$ cat config.mk
export PLATFORM = sky130hd
export DESIGN_NAME = exe_divider_flat
export DESIGN_NICKNAME = d
export VERILOG_FILES = /design/src/rtl/exe_divider_if.sv /design/src/rtl/exe_divider.sv /design/src/flat_wrapper.sv
export SDC_FILE = /design/constraint.sdc
export NUM_CORES = 1
export LEC_CHECK = 0
export CORE_MARGIN = 3
export CORE_UTILIZATION = 64
export DETAILED_ROUTE_END_ITERATION = 10
export PLACE_DENSITY = 0.88
export SETUP_SLACK_MARGIN = 0.3
export SLEW_MARGIN = 20
export SYNTH_ARGS = -nofsm -noshare
export SYNTH_HDL_FRONTEND = slang
export SYNTH_SLANG_ARGS = --single-unit
$ cat constraint.sdc
create_clock -name clk -period 8.6 [get_ports clk]
set_input_delay 2.58 -clock clk [delete_from_list [all_inputs] [get_ports clk]]
set_output_delay 2.58 -clock clk [all_outputs]
set_load 0.03 [all_outputs]
$ cat src/rtl/exe_divider_if.sv
// Handshake and operand bundle between the execute stage and the iterative divider.
interface exe_divider_if #(
   parameter int unsigned WIDTH = 32
);
   logic             DivStartE;
   logic             DivSignedE;
   logic             DivRemE;
   logic [WIDTH-1:0] RD1E;
   logic [WIDTH-1:0] RD2E;
   logic             flush;
   logic             DivStallE;
   logic             DivDoneE;
   logic [WIDTH-1:0] DivResultE;

   modport master (
      output DivStartE, DivSignedE, DivRemE, RD1E, RD2E, flush,
      input  DivStallE, DivDoneE, DivResultE
   );

   modport slave (
      input  DivStartE, DivSignedE, DivRemE, RD1E, RD2E, flush,
      output DivStallE, DivDoneE, DivResultE
   );
endinterface

$ cat src/rtl/exe_divider.sv
// Iterative restoring divider for the execute stage: one quotient bit per cycle,
// signed operation via magnitude division plus a sign fix-up on entry to DONE.
module exe_divider #(
   parameter int unsigned WIDTH = 32
) (
   input logic         clk,
   input logic         rst,
   exe_divider_if.slave bus
);

   localparam int unsigned CntW = $clog2(WIDTH + 1);
   localparam logic [CntW-1:0] CntInit = CntW'(WIDTH);
   localparam logic [CntW-1:0] CntLast = CntW'(1);

   typedef enum logic [1:0] {StIdle, StBusy, StDone} state_e;

   state_e           state_q, state_d;
   logic [CntW-1:0]  cnt_q, cnt_d;
   logic [WIDTH:0]   prem_q, prem_d;
   logic [WIDTH-1:0] quo_q, quo_d;
   logic [WIDTH-1:0] dvs_q, dvs_d;
   logic [WIDTH-1:0] res_q, res_d;
   logic             qsign_q, qsign_d;
   logic             rsign_q, rsign_d;
   logic             sel_rem_q, sel_rem_d;

   logic             start_ok;
   logic             a_neg, b_neg;
   logic [WIDTH-1:0] a_abs, b_abs;
   logic [WIDTH:0]   trial, diff;
   logic [WIDTH-1:0] r_mag;

   assign start_ok = bus.DivStartE & ~bus.flush;
   assign a_neg    = bus.DivSignedE & bus.RD1E[WIDTH-1];
   assign b_neg    = bus.DivSignedE & bus.RD2E[WIDTH-1];
   assign a_abs    = a_neg ? (~bus.RD1E + 1'b1) : bus.RD1E;
   assign b_abs    = b_neg ? (~bus.RD2E + 1'b1) : bus.RD2E;

   // The dividend is shifted out of the quotient register MSB-first.
   assign trial = {prem_q[WIDTH-1:0], quo_q[WIDTH-1]};
   assign diff  = trial - {1'b0, dvs_q};

   always_comb begin
      state_d   = state_q;
      cnt_d     = cnt_q;
      prem_d    = prem_q;
      quo_d     = quo_q;
      dvs_d     = dvs_q;
      res_d     = res_q;
      qsign_d   = qsign_q;
      rsign_d   = rsign_q;
      sel_rem_d = sel_rem_q;
      r_mag     = '0;

      unique case (state_q)
         StIdle: begin
            if (start_ok) begin
               quo_d     = a_abs;
               dvs_d     = b_abs;
               prem_d    = '0;
               qsign_d   = a_neg ^ b_neg;
               rsign_d   = a_neg;
               sel_rem_d = bus.DivRemE;
               if (bus.RD2E == '0) begin
                  // Divide by zero bypasses the iteration entirely.
                  state_d = StDone;
                  res_d   = bus.DivRemE ? bus.RD1E : '1;
               end else begin
                  state_d = StBusy;
                  cnt_d   = CntInit;
               end
            end
         end
         StBusy: begin
            prem_d = diff[WIDTH] ? trial : diff;
            quo_d  = {quo_q[WIDTH-2:0], ~diff[WIDTH]};
            cnt_d  = cnt_q - 1'b1;
            if (cnt_q == CntLast) begin
               state_d = StDone;
               r_mag   = prem_d[WIDTH-1:0];
               if (sel_rem_q) res_d = rsign_q ? (~r_mag + 1'b1) : r_mag;
               else           res_d = qsign_q ? (~quo_d + 1'b1) : quo_d;
            end
         end
         StDone: state_d = StIdle;
         default: state_d = StIdle;
      endcase

      if (bus.flush) begin
         state_d = StIdle;
         res_d   = res_q;
      end
   end

   always_ff @(posedge clk or posedge rst) begin
      if (rst) begin
         state_q   <= StIdle;
         cnt_q     <= '0;
         prem_q    <= '0;
         quo_q     <= '0;
         dvs_q     <= '0;
         res_q     <= '0;
         qsign_q   <= 1'b0;
         rsign_q   <= 1'b0;
         sel_rem_q <= 1'b0;
      end else begin
         state_q   <= state_d;
         cnt_q     <= cnt_d;
         prem_q    <= prem_d;
         quo_q     <= quo_d;
         dvs_q     <= dvs_d;
         res_q     <= res_d;
         qsign_q   <= qsign_d;
         rsign_q   <= rsign_d;
         sel_rem_q <= sel_rem_d;
      end
   end

   assign bus.DivStallE  = ~rst & (((state_q == StIdle) & start_ok) | (state_q == StBusy));
   assign bus.DivDoneE   = ~rst & (state_q == StDone) & ~bus.flush;
   assign bus.DivResultE = res_q;

endmodule
$ cat src/flat_wrapper.sv
// flat-port wrapper written by rule: the top's interface ports become plain ports
module exe_divider_flat 
#(
   parameter int unsigned WIDTH = 32
)
  (clk, rst, bus_DivStartE, bus_DivSignedE, bus_DivRemE, bus_RD1E, bus_RD2E, bus_flush, bus_DivStallE, bus_DivDoneE, bus_DivResultE);
  exe_divider_if #(.WIDTH(WIDTH)) bus_i ();
  input logic clk;
  input logic rst;
  input wire logic [$bits(bus_i.DivStartE)-1:0] bus_DivStartE;
  input wire logic [$bits(bus_i.DivSignedE)-1:0] bus_DivSignedE;
  input wire logic [$bits(bus_i.DivRemE)-1:0] bus_DivRemE;
  input wire logic [$bits(bus_i.RD1E)-1:0] bus_RD1E;
  input wire logic [$bits(bus_i.RD2E)-1:0] bus_RD2E;
  input wire logic [$bits(bus_i.flush)-1:0] bus_flush;
  output wire logic [$bits(bus_i.DivStallE)-1:0] bus_DivStallE;
  output wire logic [$bits(bus_i.DivDoneE)-1:0] bus_DivDoneE;
  output wire logic [$bits(bus_i.DivResultE)-1:0] bus_DivResultE;
  assign bus_i.DivStartE = bus_DivStartE;
  assign bus_i.DivSignedE = bus_DivSignedE;
  assign bus_i.DivRemE = bus_DivRemE;
  assign bus_i.RD1E = bus_RD1E;
  assign bus_i.RD2E = bus_RD2E;
  assign bus_i.flush = bus_flush;
  assign bus_DivStallE = bus_i.DivStallE;
  assign bus_DivDoneE = bus_i.DivDoneE;
  assign bus_DivResultE = bus_i.DivResultE;
  exe_divider #(.WIDTH(WIDTH)) u_core (.clk(clk), .rst(rst), .bus(bus_i));
endmodule
After elaboration in Yosys (flattened, before gate mapping)

Cells that the tools add are included.

Multiplexer cells: 23
Equal/unequal tests: 9
Bitwise operators: 16
Reduce and logical (&&, ||, !) cells: 8
Add/subtract/negate cells: 6

Operator list:

| cell                  | count |
|---|---|
| $mux 32               | 12 |
| $pmux 32 s2           | 3 |
| $add 32x1->32 const B | 4 |
| $not 32->32           | 4 |
| $sub 33x32->33        | 1 |
| $logic_not 32->1      | 1 |
| $mux 6                | 2 |
| $pmux 6 s2            | 1 |
| $mux 2                | 4 |
| $and 1x1->1           | 7 |
| $eq 6x1->1 const B    | 1 |
| $ne 2x1->1 const B    | 3 |
| $ne 3x2->1 const B    | 2 |
| $reduce_and 2->1      | 3 |
| $sub 6x1->6 const B   | 1 |
| $reduce_and 5->1      | 1 |
| $pmux 2 s2            | 1 |
| $not 1->1             | 3 |
| $reduce_and 3->1      | 1 |
| $eq 2x1->1 const B    | 1 |
| $eq 2x2->1 const B    | 1 |
| $logic_not 2->1       | 1 |
| $ne 2x2->1 const B    | 1 |
| $reduce_bool 2->1     | 1 |
| 2 further kinds       | 2 |

Input bits: 70
Flip-flop bits (word level): 139
Logic and storage cells: 71
Output and inout port bits: 34

Depth between registers and ports, before layout

Depth in word-level cells: 8
Gate-level depth with buffers: 27
Mapped depth without buffers: 24

Worst setup path before layout

OpenSTA, ideal clock, no wires.

Path kind: input port to output port
Start point: input bus_flush
End point: output bus_DivDoneE
Setup slack: 2.386 ns
Arrival: 3.634 ns
Stages: 1
Data required time: 6.020 ns
Path buffers: 0
Cell sequence: nor4b_1

Cells in the longest elaborated chain, start to end: 2

Ends and longest elaborated chain:

| item                | line               | RTL |
|---|---|---|
| start, declared     | flat_wrapper.sv:15 | `input wire logic [$bits(bus_i.flush)-1:0] bus_flush;` |
| $not 1->1 (no line) | --                 |  |
| $and 1x1->1         | exe_divider.sv:120 | `assign bus.DivDoneE = ~rst & (state_q == StDone) & ~bus.flush;` |
| end, declared       | flat_wrapper.sv:17 | `output wire logic [$bits(bus_i.DivDoneE)-1:0] bus_DivDoneE;` |

No other way between the ends.

Final worst setup path

Start point: input bus_flush
End point: output bus_DivStallE

Cells in the longest elaborated chain, start to end: 5

Ends and longest elaborated chain:

| item                | line               | RTL |
|---|---|---|
| $not 1->1 (no line) | --                 |  |
| $and 1x1->1         | exe_divider.sv:33  | `assign start_ok = bus.DivStartE & ~bus.flush;` |
| $and 1x1->1         | exe_divider.sv:119 | `assign bus.DivStallE = ~rst & (((state_q == StIdle) & start_ok) \| (state_q == StBusy));` |
| $or 1x1->1          | exe_divider.sv:119 |  |
| $and 1x1->1         | exe_divider.sv:119 |  |
| end, declared       | flat_wrapper.sv:16 | `output wire logic [$bits(bus_i.DivStallE)-1:0] bus_DivStallE;` |

No other way between the ends.

==> run summary <==
EDFF count, synth = 0
crit-path max FO = 6
Metal-1 WL = 13500 µm
DR top layer = met4
internal reg-to-reg setup slack = 2.39 ns
Final WS setup = 1.83 ns
Total Wirelength = 33900 µm
Post-Syn Area = 0.0113 mm²
pin count of the biggest net entering global routing = 96
Final nets = 1575
Worst-path clk slew = 0.07 ns
Reg2Reg Depth = 21
Req. time, crit path = 6.02 ns
post-synthesis cell type count = 88
DR WL met3 = 2830 µm
clk sinks = 139
Syn-to-layout area delta = 15.1%
Worst Skew = 0.0141 ns
crit end category = output port
Slew HR = 22.7%
wire length per cell = 19.9 µm
Avg Cell Area, Syn = 8.06 µm²
max cap viols = 0
GRT Total Usage = 34.4%
status = finished clean
DR iter-0 viols = 1443
met2 wire length = 16100 µm
Critical Path Start Type = input port
final weighted congestion in routability-driven placement = 0.947
minimum clock period = 6.77 ns
Hold Worst Slack = 0.478 ns
Critical Path Sink = bus_DivStallE
DRC viols = 0
worst reg2reg path startpoint = u_core.quo_q[31]$_DFFE_PP0P_
Hold Violations, Final = 0
Largest stage delay, worst path = 0.68 ns
RSZ-0062 raised after global routing = no
CP cell instances = clkdlybuf4s50_1 -> nor2b_1 -> o21bai_4 -> nor2_1 -> clkdlybuf4s50_1
first-pass GRT wire length = 55000 µm
Post-synth ARST share = 100%
Synth Area in Simple Gates = 19.2%
register area share after synthesis = 30.7%
Root Buffer Master = clkbuf_16
cell mode on critical path = clkdlybuf4s50_1
FF+latch area = 0.00348 mm²
Pleak = 5.34 nW
crit share post-route = 78.7%
crit path from = bus_flush
antenna viol nets, final = 0
Syn. warnings = 0
largest family of logic cells by synthesized area = compound AO/OA/AOI/OAI gates
Least-Margin Pin Slew = 1.14 ns
crit path DAT = 4.19 ns
min-delay worst type = reg -> reg
post-CTS sizing = 0
Seq cells post-synth = 139
slowest CP cell = clkdlybuf4s50_1
Initial Util = 65.6%
Synth Area in Adders = 4.37%
CORE AREA = 0.0173 mm²
GRT overflow = 0
die width = 139 µm
DP HPWL = 23900 µm
CTS tree = done
pwr dens = 408 mW/mm²
number of setup buffers added after CTS = 0
via count = 11600
max-slew violations = 0
DRT Pass-1 Iters = 7
vias in the first global route = 11100
worst setup path category = in -> out
r2r endpoint = u_core.bus.DivResultE[28]$_DFFE_PP0P_
initial antenna violation count = 0
Die Y = 139 µm
# H-tree levels = 4
pre-CTS setup slack = 1.84 ns
Post-Synthesis Net Count = 1517
# fillers = 1306
XOR/XNOR Fraction of Synth Area = 10.1%
Skew-Pair Late Insertion Delay = 0.44 ns
Post-Route Utilization = 75.5%
post-cts hold buffer count = 0
layout cell share with drive strength beyond 1 = 5.88%
# diodes = 0
leading register cell type out of synthesis = dfrtp_1
Fin Setup TNS = 0 ns
Rows = 48
fmax = 148 MHz
post-synthesis compound-gate area fraction = 27.6%
Synth Instances = 1408
Max Root-Sink Buffers = 2
endpoints failing setup = 0
die area = 0.0194 mm²
Worst VDD drop = 0.301 mV
multi-input logic area = 0.00733 mm²
Port Buf Inserts = 103
Ports = 104
CTS Buf Count = 17
Vias per Instance = 6.82
post-synthesis mux area share = 2.96%
[registers in the layout, summed over array words and instances, names as in the netlist]
name and cells:
u_core.rsign_q 1, u_core.prem_q 32, u_core.sel_rem_q 1, u_core.cnt_q 6
u_core.state_q 2, u_core.bus.DivResultE 32, u_core.quo_q 32, u_core.dvs_q 32
u_core.qsign_q 1
[power by group]
part	internal [mW]	leakage, nW	switching, mW
combinational	1.30	3.30	2.08
clock	0.441	0.288	0.322
sequential	0.898	1.76	0.291
[cell usage after synthesis, drive strengths merged, types with 9 or more instances]
cell type,instances,area share (%)
dfrtp,139,31
nor2,88,3.1
nor3,34,1.5
o41ai,15,1.6
or4,9,0.63
o31ai,27,1.9
clkbuf,56,1.9
nand3,16,0.71
xnor2,71,5.5
a31oi,9,0.50
a21o,12,0.79
nand2,175,5.8
and2,13,0.74
a21oi,77,3.5
a211oi,12,0.84
inv,62,2.1
buf,21,1.1
o211ai,12,0.79
o21ai,195,8.6
or2,9,0.50
or3,23,1.4
a22oi,35,2.3
mux2i,29,2.6
nor4,20,1.3
ha,38,4.2
nand2b,14,0.77
o221ai,13,1.0
o21a,10,0.66
xor2,60,4.6
[worst max-delay path, delay by kind of cell]
kind / cells / cell delay [ns]
buffers and inverters: 2 / 1.19
and+or+nand+nor: 2 / 0.34
AOI/OAI and AO/OA: 1 / 0.08
[worst min path at each step]
stage	end	cells after the start	from	slack [ns]
2_1_floorplan	u_core.dvs_q[10]$_DFFE_PP0P_	2	u_core.dvs_q[10]$_DFFE_PP0P_	0.45
3_3_place_gp	u_core.bus.DivResultE[21]$_DFFE_PP0P_	2	u_core.bus.DivResultE[21]$_DFFE_PP0P_	0.46
3_5_place_dp	u_core.bus.DivResultE[15]$_DFFE_PP0P_	2	u_core.bus.DivResultE[15]$_DFFE_PP0P_	0.47
4_1_cts	u_core.dvs_q[24]$_DFFE_PP0P_	2	u_core.dvs_q[24]$_DFFE_PP0P_	0.48
5_1_grt	u_core.dvs_q[10]$_DFFE_PP0P_	2	u_core.dvs_q[10]$_DFFE_PP0P_	0.51
6_report	u_core.bus.DivResultE[13]$_DFFE_PP0P_	2	u_core.bus.DivResultE[13]$_DFFE_PP0P_	0.48
[cell type report]
class	count	area share, %
flip-flops and latches	139	26.6
clock inverters	14	1.22
well taps	225	2.16
inverters	62	1.84
multi-input cells	1130	56.2
clock buffers	18	3.36
repair buffers	116	8.64
[cells by family after synthesis]
group           Yosys count
compound gates          481
mux                      33
simple gates            446
buf+inv                 139
fa+ha+maj                39
flops                   139
xor+xnor                131
[metrics by stage]
step / cell area (µm²) / cells / power, mW
after global placement: 12500 / 1672 / 4.35
after floorplan: 11300 / 1408 / 3.58
after CTS: 13100 / 1704 / 5.25
final: 13100 / 1704 / 5.33
after global routing: 13100 / 1704 / 5.69
after detailed placement: 12500 / 1672 / 4.45
[layer usage]
| metal | vias to the layer above | global-route usage (%) |
|---|---|---|
| met5 | - | 0 |
| met4 | 0 | 16.0 |
| met3 | 150 | 6.38 |
| met2 | 687 | 56.3 |
| met1 | 5523 | 44.3 |
| li1 | 5263 | - |
[layout by cell type, fill, tap and decap left out, types with 7 or more instances in the layout]
cell / n
and2_1: 10
ha_1: 38
o21ai_0: 183
a21o_1: 12
buf_4: 13
nand2_1: 175
o22ai_1: 7
clkdlybuf4s50_1: 103
or4_1: 8
a21oi_1: 74
a22oi_1: 35
xnor2_1: 71
o31ai_1: 24
xor2_1: 60
inv_1: 60
a31oi_1: 9
o211ai_1: 12
o21a_1: 10
o41ai_1: 10
mux2i_1: 29
nand4_1: 8
a211oi_1: 11
nor2_1: 87
o221ai_1: 12
nor2b_1: 7
dfrtp_1: 139
nand2b_1: 14
or3_1: 21
nand3_1: 16
o21ai_1: 12
clkbuf_16: 17
nor4_1: 17
nor3_1: 34
Power figures use the tool's default switching activity.
